File: src/rtl/bsg_nonce_pkg.sv
// Shared constants and state encoding for the nonce result collector.
package bsg_nonce_pkg;

   localparam int WIDTH = 32;

   typedef enum logic [1:0] {
      IDLE   = 2'd0,
      SEARCH = 2'd1,
      REPORT = 2'd2
   } state_e;

endpackage

File: src/rtl/bsg_nonce_rr_arb.sv
// Round-robin arbiter: one-hot grant plus index, priority starts after the last grant.
// The pointer moves only when a grant is actually issued (en_i high).
module bsg_nonce_rr_arb #(
   parameter int NUM_CORES_P = 4,
   parameter int IDX_W       = (NUM_CORES_P > 1) ? $clog2(NUM_CORES_P) : 1
) (
   input  logic                   clk_i,
   input  logic                   reset_i,
   input  logic                   en_i,
   input  logic [NUM_CORES_P-1:0] req_i,
   output logic [NUM_CORES_P-1:0] grant_o,
   output logic [IDX_W-1:0]       idx_o,
   output logic                   v_o
);

   logic [IDX_W-1:0]         ptr;
   logic [2*NUM_CORES_P-1:0] dbl;
   logic [NUM_CORES_P-1:0]   rot;
   logic                     found;
   int                       idx_int;

   // Rotate the requests so bit 0 is the highest-priority core.
   always_comb begin
      dbl     = {req_i, req_i};
      rot     = NUM_CORES_P'(dbl >> ptr);
      found   = 1'b0;
      idx_int = 0;
      for (int i = 0; i < NUM_CORES_P; i++) begin
         if (!found && rot[i]) begin
            found   = 1'b1;
            idx_int = int'(ptr) + i;
            if (idx_int >= NUM_CORES_P) idx_int = idx_int - NUM_CORES_P;
         end
      end
   end

   assign idx_o   = IDX_W'(idx_int);
   assign v_o     = en_i & found;
   assign grant_o = v_o ? (NUM_CORES_P'(1) << idx_o) : '0;

   always_ff @(posedge clk_i) begin
      if (reset_i) begin
         ptr <= '0;
      end else if (v_o) begin
         if (int'(idx_o) == NUM_CORES_P - 1) ptr <= '0;
         else                                ptr <= idx_o + IDX_W'(1);
      end
   end

endmodule

File: src/rtl/bsg_nonce_collector.sv
// Collects (nonce, hash_hi) results from the mining cores and reports one verdict per search.
// BSG_NONCE_COLLECT_BEST_EN: keep the smallest hit seen and report only at the limit.
//
// state  | meaning
// IDLE   | waiting for start_i, no results accepted
// SEARCH | accepting one result per cycle, comparing against target
// REPORT | verdict held on done_* until the host takes it
module bsg_nonce_collector
   import bsg_nonce_pkg::*;
#(
   parameter int NUM_CORES_P = 4,
   parameter int WIDTH_P     = WIDTH
) (
   input  logic                           clk_i,
   input  logic                           reset_i,
   input  logic                           start_i,
   input  logic [WIDTH_P-1:0]             target_i,
   input  logic [WIDTH_P-1:0]             limit_i,
   input  logic [NUM_CORES_P-1:0]         res_v_i,
   input  logic [NUM_CORES_P*WIDTH_P-1:0] res_nonce_i,
   input  logic [NUM_CORES_P*WIDTH_P-1:0] res_hash_hi_i,
   output logic [NUM_CORES_P-1:0]         res_yumi_o,
   output logic                           done_v_o,
   output logic                           done_found_o,
   output logic [WIDTH_P-1:0]             done_nonce_o,
   input  logic                           done_ready_i,
   output logic [WIDTH_P-1:0]             checked_o,
   output logic                           busy_o
);

   localparam int IDX_W = (NUM_CORES_P > 1) ? $clog2(NUM_CORES_P) : 1;

   state_e                 state;
   logic [WIDTH_P-1:0]     checked_r;
   logic [WIDTH_P-1:0]     nonce_r;
   logic                   found_r;
   logic                   grant_en;
   logic                   grant_v;
   logic [IDX_W-1:0]       grant_idx;
   logic [NUM_CORES_P-1:0] grant;
   logic [WIDTH_P-1:0]     sel_nonce;
   logic [WIDTH_P-1:0]     sel_hash;
   logic [WIDTH_P-1:0]     checked_nx;
   logic                   hit;
   logic                   at_limit;
`ifdef BSG_NONCE_COLLECT_BEST_EN
   logic [WIDTH_P-1:0]     best_r;
   logic                   better;
`endif

   // A start request takes priority over accepting a result in the same cycle.
   assign grant_en = (state == SEARCH) && !start_i;

   bsg_nonce_rr_arb #(
      .NUM_CORES_P (NUM_CORES_P),
      .IDX_W       (IDX_W)
   ) u_arb (
      .clk_i   (clk_i),
      .reset_i (reset_i),
      .en_i    (grant_en),
      .req_i   (res_v_i),
      .grant_o (grant),
      .idx_o   (grant_idx),
      .v_o     (grant_v)
   );

   assign sel_nonce  = res_nonce_i[int'(grant_idx)*WIDTH_P +: WIDTH_P];
   assign sel_hash   = res_hash_hi_i[int'(grant_idx)*WIDTH_P +: WIDTH_P];
   assign hit        = (sel_hash <= target_i);
   assign checked_nx = checked_r + WIDTH_P'(1);
   // limit of zero means the count never ends the search
   assign at_limit   = (limit_i != '0) && (checked_nx == limit_i);
`ifdef BSG_NONCE_COLLECT_BEST_EN
   assign better     = hit && (!found_r || (sel_hash < best_r));
`endif

   always_ff @(posedge clk_i) begin
      if (reset_i) begin
         state     <= IDLE;
         checked_r <= '0;
         nonce_r   <= '0;
         found_r   <= 1'b0;
`ifdef BSG_NONCE_COLLECT_BEST_EN
         best_r    <= '1;
`endif
      end else if (start_i) begin
         state     <= SEARCH;
         checked_r <= '0;
         nonce_r   <= '0;
         found_r   <= 1'b0;
`ifdef BSG_NONCE_COLLECT_BEST_EN
         best_r    <= '1;
`endif
      end else begin
         case (state)
            IDLE: ;
            SEARCH: begin
               if (grant_v) begin
                  checked_r <= checked_nx;
`ifdef BSG_NONCE_COLLECT_BEST_EN
                  if (better) begin
                     found_r <= 1'b1;
                     nonce_r <= sel_nonce;
                     best_r  <= sel_hash;
                  end
                  if (at_limit) state <= REPORT;
`else
                  if (hit) begin
                     found_r <= 1'b1;
                     nonce_r <= sel_nonce;
                     state   <= REPORT;
                  end else if (at_limit) begin
                     state   <= REPORT;
                  end
`endif
               end
            end
            REPORT: begin
               if (done_ready_i) state <= IDLE;
            end
            default: state <= IDLE;
         endcase
      end
   end

   assign res_yumi_o   = grant;
   assign done_v_o     = (state == REPORT);
   assign busy_o       = (state == SEARCH);
   assign done_found_o = done_v_o & found_r;
   assign done_nonce_o = (done_v_o && found_r) ? nonce_r : '0;
   assign checked_o    = checked_r;

endmodule

File: config.mk
export PLATFORM = sky130hd
export DESIGN_NAME = bsg_nonce_collector
export DESIGN_NICKNAME = d
export VERILOG_FILES = /design/src/rtl/bsg_nonce_pkg.sv /design/src/rtl/bsg_nonce_rr_arb.sv /design/src/rtl/bsg_nonce_collector.sv
export SDC_FILE = /design/constraint.sdc
export NUM_CORES = 1
export LEC_CHECK = 0
export CAP_MARGIN = 20
export CORE_AREA = 3 3 153 155
export CTS_CLUSTER_DIAMETER = 40
export CTS_CLUSTER_SIZE = 28
export DETAILED_ROUTE_END_ITERATION = 8
export DIE_AREA = 0 0 156 158
export PLACE_DENSITY = 0.69
export SYNTH_ARGS = -nofsm -noshare
export SYNTH_HDL_FRONTEND = slang
export SYNTH_SLANG_ARGS = --single-unit
File: constraint.sdc
create_clock -name clk_i -period 13 [get_ports clk_i]
set_input_delay 1.95 -clock clk_i [delete_from_list [all_inputs] [get_ports clk_i]]
set_output_delay 1.95 -clock clk_i [all_outputs]
set_load 0.02 [all_outputs]
* Word level (Yosys, flattened, before mapping)
Cells that the tools add are included.
Storage, ports and cells: register bits 69
Operators by class: add/sub/neg operators 9, order comparisons 5, equal/unequal tests 11, shift operators 4, muxes and demuxes 21, bitwise gates (word level) 3, reductions and logical operators 17
Operators with widths (number):
- $shiftx A128 B8 Y32 | 2
- $add A32 B1 Y32 const B | 1
- $eq A32 B32 Y1 | 1
- $le A32 B32 Y1 | 1
- $mux W32 | 1
- $reduce_bool A32 Y1 | 1
- $mux W2 | 13
- $ge A3 B3 Y1 const B | 3
- $reduce_and A4 Y1 | 2
- $shr A8 B2 Y4 | 1
- $sub A2 B1 Y2 const B | 4
- $add A2 B2 Y3 const B | 2
- $logic_and A1 B1 Y1 | 6
- $ne A3 B2 Y1 const B | 2
- $pmux W2 S3 | 1
- $mux W1 | 5
- $eq A2 B1 Y1 const B | 2
- $logic_not A1 Y1 | 4
- $mux W4 | 1
- $ne A2 B1 Y1 const B | 2
- $ne A4 B2 Y1 const B | 1
- $shl A1 B2 Y4 const A | 1
- $add A2 B1 Y3 const B | 1
- $ge A2 B3 Y1 const B | 1
- other kinds (10) | 11

* Logic depth before layout (Yosys ltp)
depth after elaboration 17, mapped depth 21

* Cells and area by module
From an unflattened synthesis, not the netlist that was laid out.
Second synthesis, totals: cells, all modules 750, area, all modules 6656.4 um^2
Modules (own cells, without submodules):
- bsg_nonce_collector | instances 1, cells an instance 716, area an instance 6381.1 um^2, sequential area each 1341.3 um^2
- bsg_nonce_rr_arb | instances 1, cells an instance 34, area an instance 275.3 um^2, sequential area each 40.0 um^2

* Worst setup path after synthesis
OpenSTA, ideal clock, no wires.
kind input -> register, from input port res_v_i[0], to register nonce_r[10], library setup time 70 ps, arrival time 5666 ps, required time 12930 ps, slack 7264 ps, cell stages on the path 19, path buffers 5, path through inv_1 > nor2_1 > nor2_1 > o22a_1 > inv_1 > clkbuf_1 > buf_1 > clkbuf_1 > nand2_1 > a31oi_1 > ha_1 > a2111oi_0 > a31oi_1 > a2111oi_0 > o21ai_1 > clkbuf_1 > buf_1 > a311o_1 > a21oi_1
On the way: word-level cells in the longest chain between the ends 14, elaborated cells on any way between the ends 20, those cells by class 1 x order compare; 3 x shift; 8 x mux; 1 x bitwise; 7 x reduce/logical
RTL lines:
- from (decl) | RTL line bsg_nonce_collector.sv:19 | input logic [NUM_CORES_P-1:0] res_v_i,
- $shr A8 B2 Y4 (*) | RTL line bsg_nonce_rr_arb.sv:25 | rot = NUM_CORES_P'(dbl >> ptr);
- $mux W1 | RTL line bsg_nonce_rr_arb.sv:29 | if (!found && rot[i]) begin
- $logic_not A1 Y1 | RTL line bsg_nonce_rr_arb.sv:29
- $logic_and A1 B1 Y1 | RTL line bsg_nonce_rr_arb.sv:29
- $mux W1 | RTL line bsg_nonce_rr_arb.sv:29
- $logic_not A1 Y1 | RTL line bsg_nonce_rr_arb.sv:29
- $logic_and A1 B1 Y1 | RTL line bsg_nonce_rr_arb.sv:29
- $mux W1 | RTL line bsg_nonce_rr_arb.sv:29
- $logic_not A1 Y1 | RTL line bsg_nonce_rr_arb.sv:29
- $logic_and A1 B1 Y1 | RTL line bsg_nonce_rr_arb.sv:29
- $mux W2 | RTL line bsg_nonce_rr_arb.sv:29
- $shiftx A128 B8 Y32 | RTL line bsg_nonce_collector.sv:68 | assign sel_hash = res_hash_hi_i[int'(grant_idx)*WIDTH_P +: WIDTH_P];
- $le A32 B32 Y1 | RTL line bsg_nonce_collector.sv:69 | assign hit = (sel_hash <= target_i);
- $reduce_and A3 Y1 (no line)
- to (signal assigned) | RTL line bsg_nonce_collector.sv:110 | nonce_r <= sel_nonce;
- to (decl) | RTL line bsg_nonce_collector.sv:35 | logic [WIDTH_P-1:0] nonce_r;
Every way passes the cells marked *; elsewhere a longest branch is shown, timed or not. A chain may end at the register's enable or synchronous reset.

* Worst setup path in the final report
from input port res_v_i[0], to register nonce_r[12]
Same word-level chain as after synthesis.

==> metrics.md <==
| Metric | Value |
|---|---|
| Outcome | finished clean |
| Finished Cell Area | 11400 um2 |
| Util after Layout | 51.8% |
| CTS tree | yes |
| Most numerous cell in the Yosys netlist | nand2_1 |
| Initial antenna violation count | 5 |
| Seq/Total Area, Yosys | 20.0% |
| Via density | 5.22 |
| GRT Total Usage | 24.3% |
| CP Launch Type | input port |
| Nets | 1772 |
| Switch share | 31.0% |
| DR pass1 iterations | 5 |
| Sequential share of power | 28.5% |
| Routed len/inst | 18.7 um |
| Final worst slack | 5.89 ns |
| FFs w/ async S/R, synth | 0% |
| Non-filler cells, final | 1697 |
| Sink Count | 69 |
| Top_reg_cell synth | dfxtp_1 |
| Period utilization | 54.7% |
| Largest vdd supply drop | 0.0533 mV |
| Synthesized flop and latch total | 69 |
| Crit path DAT | 7.31 ns |
| Vias in the first global route | 8504 |
| Hold WS | 0.446 ns |
| P per Cell Area | 67.6 nW/um2 |
| Post-synthesis net count | 1428 |
| Post-Syn Area | 6920 um2 |
| P&R area growth vs syn | 64.4% |
| Leading area contributor after synthesis | dfxtp_1 |
| CP Class | input port to register |
| RSZ-0062 raised after global routing | no |
| Final Power | 769 uW |
| CTS-repair resized insts | 0 |
| RePlAce Congestion | 0.892 |
| Post-synth EDFFs | 0 |
| Initial DRC Count | 589 |
| Worst-Margin Slew | 1.02 ns |
| Starting Density | 31.5% |
| Postcts setup bufs | 0 |
| Pre-CTS setup slack | 5.52 ns |
| Post-Route Setup TNS | 0 ns |
| DRT Wirelength | 31.7 mm |
| Crit end category | register |
| Pin count of the biggest net entering global routing | 91 |
| Buffers on Ports | 398 |
| Clk network pwr share | 31.9% |
| Mapped Cells | 1063 |
| Row cnt | 54 |
| Total grt overflow | 0 |
| Max-Slew Margin vs Limit | 32.1% |
| Max Fclk | 141 MHz |
| I/O pin cnt | 399 |
| Crit-path max FO | 82 |
| Yosys warnings | 0 |
| Post-DP HPWL | 24.3 mm |
| Static leakage | 4.69 nW |
| Power Internal | 530 uW |
| Die H | 158 um |
| Hold bufs inserted after CTS | 0 |
| Avg Synthesized Cell Area | 6.51 um2 |
| Unique masters post-synth | 61 |
| Min cycle time layout | 7.11 ns |
| Core area | 22000 um2 |
| CTS Buf Count | 9 |
| CTS Buffer Depth | 2 |
| # DRC | 0 |
| Area contributors post-synth | dfxtp_1 (20%), nand2_1 (18%), and3_1 (9.0%), ha_1 (6.7%), a311o_1 (4.8%) |
| Psw | 239 uW |
| Critical path data required time | 13.19 ns |
| Placed inst area | 11100 um2 |
| MaxCap Viol Count | 0 |
| Die width | 156 um |
| Hold Crit Class | register to register |
| Combinational share of power | 39.6% |
| Clk slew on worst S/H paths | 0.06 ns |
| # H-tree levels | 3 |
| Setup Skew | 0.00653 ns |
| Cells after DPL | 1675 |
| Die area | 24600 um2 |
| Synth top cells by count | nand2_1 (332), and3_1 (100), dfxtp_1 (69), clkbuf_1 (54), nor2_1 (52) |
| Final setup viols | 0 |
| Via count | 8858 |
| First-pass GRT wire length | 47.5 mm |
| Hold Vio Cnt, Final | 0 |
| Post-DRT Antenna Nets | 0 |
| CTS root buf | clkbuf_16 |
| Worst-Skew Late Latency | 0.33 ns |
| Top cell type's share of synthesized area | 20.0% |
| Final max-slew violation count | 0 |
| Layout cells sized above 1 | 2.83% |
flip-flops by register name (all words and copies together), names as in the netlist:
name	cells
u_arb.ptr	2
nonce_r	32
found_r	1
checked_o	32
state	2
per-layer routing:
metal  GRT usage (%)  routed length, um  part of all wire [%]
met1            30.3              13100                    41
met2            40.9              15200                    48
met3            6.72               2710                   8.6
met4            7.23                670                   2.1
met5               0                  0                     0
area by class of cell:
class                           count  area (um2)
Tap cell                          280         350
Multi-Input combinational cell    873        5110
Sequential cell                    69        1380
Clock inverter                      1        30.0
Inverter                           47         179
Timing Repair Buffer              407        4060
Fill cell                        2196       10600
Clock buffer                       15         258
Antenna cell                        5        12.5
logic make-up (layout without fill, tap and decap cells):
logic type | count (synthesis) | count (layout) | synth area share [%]
AND/OR/NAND/NOR | 600 | 600 | 41.1
AO/OA/AOI/OAI | 168 | 168 | 16.8
buffers and inverters | 121 | 470 | 6.73
flip-flops | 69 | 69 | 20.0
XOR/XNOR | 65 | 65 | 8.23
adder cells (fa/ha/maj) | 37 | 37 | 6.69
multiplexers | 3 | 3 | 0.470
other | 0 | 5 | 0
worst max-delay path: stages:
cell and delay (ns):
clkdlybuf4s50_1 0.51, inv_1 0.07, nor2_1 0.14, nor2_1 0.07
o22a_4 0.39, inv_4 0.43, buf_4 0.75, nand2_1 0.10
and3_1 0.19, a31oi_1 0.17, ha_1 0.16, nand3_1 0.08
or3_1 0.42, nor4_1 0.51, o21ai_0 0.28, o21ai_4 0.17
buf_4 0.53, a311o_1 0.20, a21oi_1 0.06
cells in the final DEF, fill, tap and decap left out, types with 3 or more instances in the layout:
master	count
diode_2	5
o31ai_1	3
clkbuf_16	9
nand3_1	29
nor2_1	52
nor3_1	15
ha_1	37
nand2b_1	4
a2111oi_0	3
nor4_1	12
and4_1	4
nand4_1	15
clkbuf_1	5
and3_1	100
xnor2_1	31
o22ai_1	4
inv_1	45
o21ai_0	18
a311o_1	33
a21oi_1	47
and2_1	8
a21o_1	4
nand2_1	332
dfxtp_1	69
clkdlybuf4s50_1	398
xor2_1	34
buf_4	8
a31oi_1	33
or3_1	10
path summary, 6_finish.rpt:
path	from	end	slack, ns	cells after the start
hold / removal	nonce_r[20]$_SDFFE_PP0P_	nonce_r[20]$_SDFFE_PP0P_	0.45	2
setup / recovery	res_v_i[0]	nonce_r[12]$_SDFFE_PP0P_	5.89	19
hold reg to reg	nonce_r[20]$_SDFFE_PP0P_	nonce_r[20]$_SDFFE_PP0P_	0.45	2
setup reg to reg	u_arb.ptr[1]$_SDFFE_PP0P_	nonce_r[12]$_SDFFE_PP0P_	7.61	18
power by group through the flow:
stage / registers, mW / logic, mW / clock network, mW
6_report: 0.219 / 0.305 / 0.245
5_1_grt: 0.219 / 0.337 / 0.261
3_5_place_dp: 0.223 / 0.300 / 0
4_1_cts: 0.219 / 0.303 / 0.253
2_1_floorplan: 0.222 / 0.150 / 0
3_3_place_gp: 0.223 / 0.297 / 0
Power figures use the tool's default switching activity.
